### config.mk
export PLATFORM = sky130hd
export DESIGN_NAME = operand_read_fsm
export DESIGN_NICKNAME = d
export VERILOG_FILES = /design/src/rtl/operand_read_fsm.sv
export SDC_FILE = /design/constraint.sdc
export NUM_CORES = 1
export LEC_CHECK = 0
export ABC_AREA = 1
export BUFFER_PORTS_ARGS = -buffer_cell sky130_fd_sc_hd__buf_2
export CAP_MARGIN = 20
export CORE_UTILIZATION = 40
export DETAILED_ROUTE_END_ITERATION = 16
export GPL_ROUTABILITY_DRIVEN = 0
export GPL_TIMING_DRIVEN = 0
export HOLD_SLACK_MARGIN = 0.02
export PLACE_DENSITY = 0.7
export SYNTH_ARGS = -nofsm -noshare
export SYNTH_HDL_FRONTEND = slang
export SYNTH_SLANG_ARGS = --single-unit
### constraint.sdc
create_clock -name clk -period 1.7 [get_ports clk]
set_input_delay 0.17 -clock clk [delete_from_list [all_inputs] [get_ports clk]]
set_output_delay 0.17 -clock clk [all_outputs]
set_load 0.005 [all_outputs]
### src/rtl/operand_read_fsm.sv
// Operand collector: gathers NUM_OPS isreg-qualified register reads into slots,
//   then presents the full set on regout with a valid/consume handshake.
// Latency: ops_valid/regout are visible the cycle after the final read is captured.
// Backpressure: while a set is held and consume=0, incoming reads are dropped
//   and flagged on the sticky overflow output.
// Ports:
//   clk, rst         - clock, asynchronous active-high reset
//   isreg, regvalue  - register-file read strobe and data
//   clear            - synchronous abort of a partial or held set (highest priority)
//   consume          - downstream accepts the held set
//   regout           - gated operand set, slot k at [k*WIDTH +: WIDTH]
//   ops_valid        - a complete set is held
//   op_count         - slots filled in the current set
//   overflow         - sticky flag: a read was dropped while holding
module operand_read_fsm #(
  parameter int WIDTH   = 8,
  parameter int NUM_OPS = 2,
  localparam int CW     = (NUM_OPS + 1 > 2) ? $clog2(NUM_OPS + 1) : 1
) (
  input  logic                     clk,
  input  logic                     rst,
  input  logic                     isreg,
  input  logic [WIDTH-1:0]         regvalue,
  input  logic                     clear,
  input  logic                     consume,
  output logic [NUM_OPS*WIDTH-1:0] regout,
  output logic                     ops_valid,
  output logic [CW-1:0]            op_count,
  output logic                     overflow
);

  localparam int IW = (NUM_OPS > 1) ? $clog2(NUM_OPS) : 1;

  localparam logic [0:0] ST_WAIT = 1'b0;
  localparam logic [0:0] ST_HOLD = 1'b1;

  logic [0:0]               state_q, state_d;
  logic [IW-1:0]            idx_q, idx_d;
  logic [NUM_OPS*WIDTH-1:0] slots_q, slots_d;
  logic                     overflow_q, overflow_d;

  always_comb begin
    state_d    = state_q;
    idx_d      = idx_q;
    slots_d    = slots_q;
    overflow_d = overflow_q;

    if (clear) begin
      state_d    = ST_WAIT;
      idx_d      = '0;
      slots_d    = '0;
      overflow_d = 1'b0;
    end else begin
      case (state_q)
        ST_WAIT: begin
          if (isreg) begin
            for (int k = 0; k < NUM_OPS; k++) begin
              if (idx_q == IW'(k)) begin
                slots_d[k*WIDTH +: WIDTH] = regvalue;
              end
            end
            if (idx_q == IW'(NUM_OPS - 1)) begin
              state_d = ST_HOLD;
              idx_d   = '0;
            end else begin
              idx_d = idx_q + 1'b1;
            end
          end
        end
        default: begin // ST_HOLD
          if (consume) begin
            overflow_d = 1'b0;
            if (isreg) begin
              // Streaming: the read arriving with consume starts the next set,
              // so a continuous read stream loses no cycles.
              slots_d[WIDTH-1:0] = regvalue;
              if (NUM_OPS == 1) begin
                state_d = ST_HOLD;
              end else begin
                state_d = ST_WAIT;
                idx_d   = IW'(1);
              end
            end else begin
              state_d = ST_WAIT;
            end
          end else if (isreg) begin
            overflow_d = 1'b1;
          end
        end
      endcase
    end
  end

  always_ff @(posedge clk or posedge rst) begin
    if (rst) begin
      state_q    <= ST_WAIT;
      idx_q      <= '0;
      slots_q    <= '0;
      overflow_q <= 1'b0;
    end else begin
      state_q    <= state_d;
      idx_q      <= idx_d;
      slots_q    <= slots_d;
      overflow_q <= overflow_d;
    end
  end

  assign ops_valid = (state_q == ST_HOLD);
  assign op_count  = ops_valid ? CW'(NUM_OPS) : CW'(idx_q);
  assign overflow  = overflow_q;
  // Stale slot contents stay hidden outside HOLD.
  assign regout    = slots_q & {(NUM_OPS*WIDTH){ops_valid}};

endmodule

=== Yosys cells after proc, flatten, opt, wreduce, memory -nomap -nowiden ===
Index checks and enable logic that the tools add are counted.

* Reduce and logical (&&, ||, !) cells: 9
* Bitwise logic cells: 1
* Muxes and demuxes: 23
* $add $sub $neg: 1
* Equality and inequality tests: 4

{| class="wikitable"
|+ Operators by type and width
! operator !! number
|-
| 2-to-1 mux 8 bit || 6
|-
| 2-to-1 mux 16 bit || 2
|-
| bitwise AND 16 bit || 1
|-
| 2-to-1 mux 1 bit || 14
|-
| != test 3 bit (second input constant) || 3
|-
| AND reduction 3 bit || 2
|-
| nonzero test 2 bit || 3
|-
| nonzero test 3 bit || 2
|-
| AND reduction 4 bit || 1
|-
| 2-to-1 mux 2 bit || 1
|-
| != test 2 bit (second input constant) || 1
|-
| AND reduction 2 bit || 1
|-
| adder 1 bit (second input constant) || 1
|}

* Logic and storage cells: 43
* Input port bits: 13
* Bits in registers: 19

=== Depth between registers and ports, before layout ===
* Depth in word-level cells: 5
* Gate-level depth with buffers: 8
* Gate-level depth less buffers: 7

=== Worst setup path before layout ===
No wires, ideal clock.

* Path type: register to register
* Start: register state_q (netlist: ops_valid)
* End: register slots_q[10]
* Library setup time: 116 ps
* Required time: 1,584 ps
* Slack: 657 ps
* Arrival: 927 ps
* Cell stages (with the launch flop): 9
* Period minus slack after synthesis: 1,043 ps
* Path buffers: 1
* Cells stage by stage: dfrtp_1 -> buf_6 -> inv_1 -> nand2_2 -> nand2_2 -> nand2_4 -> inv_2 -> nand2_1 -> nand2_1

* Word-level cells in the longest chain between the ends: 2

{| class="wikitable"
|+ RTL lines
! item !! line !! text
|-
| start, declared || 37 || <nowiki>logic [0:0] state_q, state_d;</nowiki>
|-
| start signal, assigned || 101 || <nowiki>state_q <= state_d;</nowiki>
|-
| != test 2 bit (no source line) || n/a ||
|-
| AND reduction 3 bit (no source line) || n/a ||
|-
| end signal, assigned || 103 || <nowiki>slots_q <= slots_d;</nowiki>
|-
| end, declared || 39 || <nowiki>logic [NUM_OPS*WIDTH-1:0] slots_q, slots_d;</nowiki>
|}

Every way passes these cells.
A chain may end at the register's enable or synchronous reset.

=== Worst setup path in the final report ===
* Start: register state_q (netlist: ops_valid)
* End: output regout[11]

* Word-level cells in the longest chain between the ends: 1

{| class="wikitable"
|+ RTL lines
! item !! line !! text
|-
| bitwise AND 16 bit || 112 || <nowiki>assign regout = slots_q & {(NUM_OPS*WIDTH){ops_valid}};</nowiki>
|-
| end, declared || 26 || <nowiki>output logic [NUM_OPS*WIDTH-1:0] regout,</nowiki>
|}

Every way passes these cells.

==> impl_metrics.toml <==
[logic_synthesis]
synth-xor-area-share_pct = 0
synth_cell_types = 17
syn-cell-area_sq_mm = 0.00106
ys_seq_area_share_pct = 45.0
yosys_warnings = 0
muxShareOfSynthArea_pct = 0
synth_top_family_by_area = "simple AND/OR/NAND/NOR gates"
synthSimpleGateAreaFrac_pct = 34.3
syn_inst = 142
synth.avg_cell_area_sq_um = 7.45
synth_compound_area_share_pct = 3.91
ys_ff_latch = 19
synth_nets = 155
synthAdderAreaFrac_pct = 0

[routing]
first_pass_iters = 4
drcViolationCount = 0
dr_total_vias = 913
wl_met3_um = 57
drt-wirelength-per-cell_um = 9.37
ant_nets = 0
wl_met2_um = 942
via_per_inst = 4.37
met1Wirelength_um = 939
wirelength_mm = 1.96
top_layer = "met4"
first_iter_violations = 13

[final_layout]
num-nets-final = 193
insertedDiodeCount = 0
mostFrequentLayoutCells = "nand2_1 (51), buf_2 (33), inv_1 (30)"
syn_to_final_growth_pct = 22.2
final_core_util_pct = 52.2
drive_gt1_share_pct = 29.1
final_common_cell = "nand2_1"

[power]
p_sw_share_pct = 30.1
ir_drop_uv = 538
clockPowerShare_pct = 24.0
power_switching_uw = 287
p_int_uw = 667
p_leak_uw = 0.000892
combPwrFrac_pct = 20.5
powerDensity_mw_per_mm2 = 738
power_frac_seq_pct = 55.5

[placement]
dpl.hpwl_mm = 1.51
io_buffers = 32

[worst_setup_path]
crit_chain = "buf_6, buf_2, nand2_1, inv_1, buf_2"
worst-setup-path-type = "flop to output port"
slowest_delay_ps = 420
worstRegToRegCells = 8
crit_fanout = 10
critPathTopFamily = "buffers and inverters"
cpMostUsedCell = "buf_2"
rr_startpoint = "ops_valid"
crit_path_start = "ops_valid"
path_buf_inv = 4
critical_path_arrival_ps = 1340
startpoint_type = "flop"
required_ps = 1530
cp-end-kind = "output port"
critPathSlowestCell = "dfrtp_1"
cp.depth = 5

[cts]
clk_latency_ps = 300
cts_max_level = 1
max-clock-path-buffers = 2
cts_buffers = 3
clock_tree.root_cell = "clkbuf_4"
path_clk_slew_ps = 110
cts_tree = "done"
clock-sinks = 19
cts_hold_buf = 1
cts.repair.resized = 0
cts_setup_buffers = 0

[global_routing]
first_global_vias = 783
grt_usage_pct = 16.1
antenna_found_initial = 0
grt_max_degree = 20
grt_pass1_wl_mm = 3.31
overflow = 0

[floorplanning]
die_w_um = 53.4
rows = 18
die_h_um = 53.4
fp.coreArea_sq_mm = 0.00248
num_io_pins = 33
dieArea_sq_mm = 0.00285
start_util_pct = 42.7

[timing]
post-route-period-util_pct = 89.0
rsz0062_at_grt = "no"
final_max_slew_viol_count = 0
hold_viol_final = 0
skew_ps = 5.84
setup_tns_ps = 0
worst_pin_slew_ps = 712
fmax_mhz = 661
finalSetupViolCount = 0
max_slew_margin_pct = 52.4
fin_crit_ps = 1510

[worst_hold_path]
min_from = "isreg"
hp-class = "input pin to flop"
hold_depth = 3

[job]
cap_violations = 0

[run_status]
status = "complete, no violations"
per-stage QoR:
| stage | cell area, sq um | instances | total power (uW) | hold slack (ps) | setup WS (ps) |
|---|---|---|---|---|---|
| 2_1_floorplan | 1060 | 142 | 671 | 121 | 657 |
| 3_3_place_gp | 1250 | 204 | 730 | 315 | 530 |
| 3_5_place_dp | 1250 | 204 | 735 | 318 | 526 |
| 4_1_cts | 1290 | 209 | 970 | 122 | 155 |
| 5_1_grt | 1290 | 209 | 1020 | 142 | 86.6 |
| 6_report | 1290 | 209 | 954 | 139 | 187 |
tightest hold or removal path, cell delays in order:
cell and delay, ps:
buf_2 100, nand3_1 70, o21ai_0 70
cell usage after synthesis:
cell type	instances	area [sq um]
buf_6	4	45.0
buf_2	1	5.00
nand4_1	8	50.1
nand2_2	3	18.8
nor2_1	11	41.3
a21oi_4	1	16.3
buf_4	1	7.51
o21ai_0	4	20.0
nand2_1	51	191
a21oi_1	1	5.00
inv_2	2	7.51
nand3_1	2	10.0
nor2_4	1	11.3
nand2_4	2	22.5
inv_1	30	113
dfrtp_1	19	475
nand3_4	1	17.5
state kept, by name, indices dropped and copies added (netlist names):
signal,cells
slots_q,16
overflow,1
ops_valid,1
idx_q,1
cells by family after synthesis:
| family | after synthesis |
|---|---|
| buffers and inverters | 38 |
| DFF | 19 |
| AOI/OAI and AO/OA | 6 |
| and+or+nand+nor | 79 |
layout make-up:
cell class	instances	area, sq um
well taps	30	37.5
repair buffers	33	170
fillers	251	1180
clock inverters	1	5.00
plain buffers	6	57.6
clock buffers	3	22.5
inverters	32	120
flip-flops and latches	19	475
multi-input cells	85	404
per-layer routing:
| metal | GRT usage [%] | vias to the layer above |
|---|---|---|
| met1 | 20.8 | 397 |
| li1 | - | 495 |
| met5 | 0 | - |
| met3 | 1.72 | 2 |
| met2 | 26.5 | 19 |
| met4 | 7.89 | 0 |
worst paths after layout:
path	end	slack, ps
worst max-delay path	regout[11]	190
worst min-delay path	overflow	140
worst max register to register	slots_q[15]	540
worst min register to register	slots_q[2]	480
max in group asynchronous	slots_q[15]	730
min in group asynchronous	slots_q[3]	510
power by group through the flow:
stage | clock network [uW] | logic [uW] | registers [uW]
finish | 229 | 195 | 530
global route | 258 | 227 | 535
CTS | 241 | 199 | 530
detailed placement | 0 | 196 | 539
global placement | 0 | 194 | 536
floorplan | 0 | 138 | 532
(Power assumes the default switching activity.)
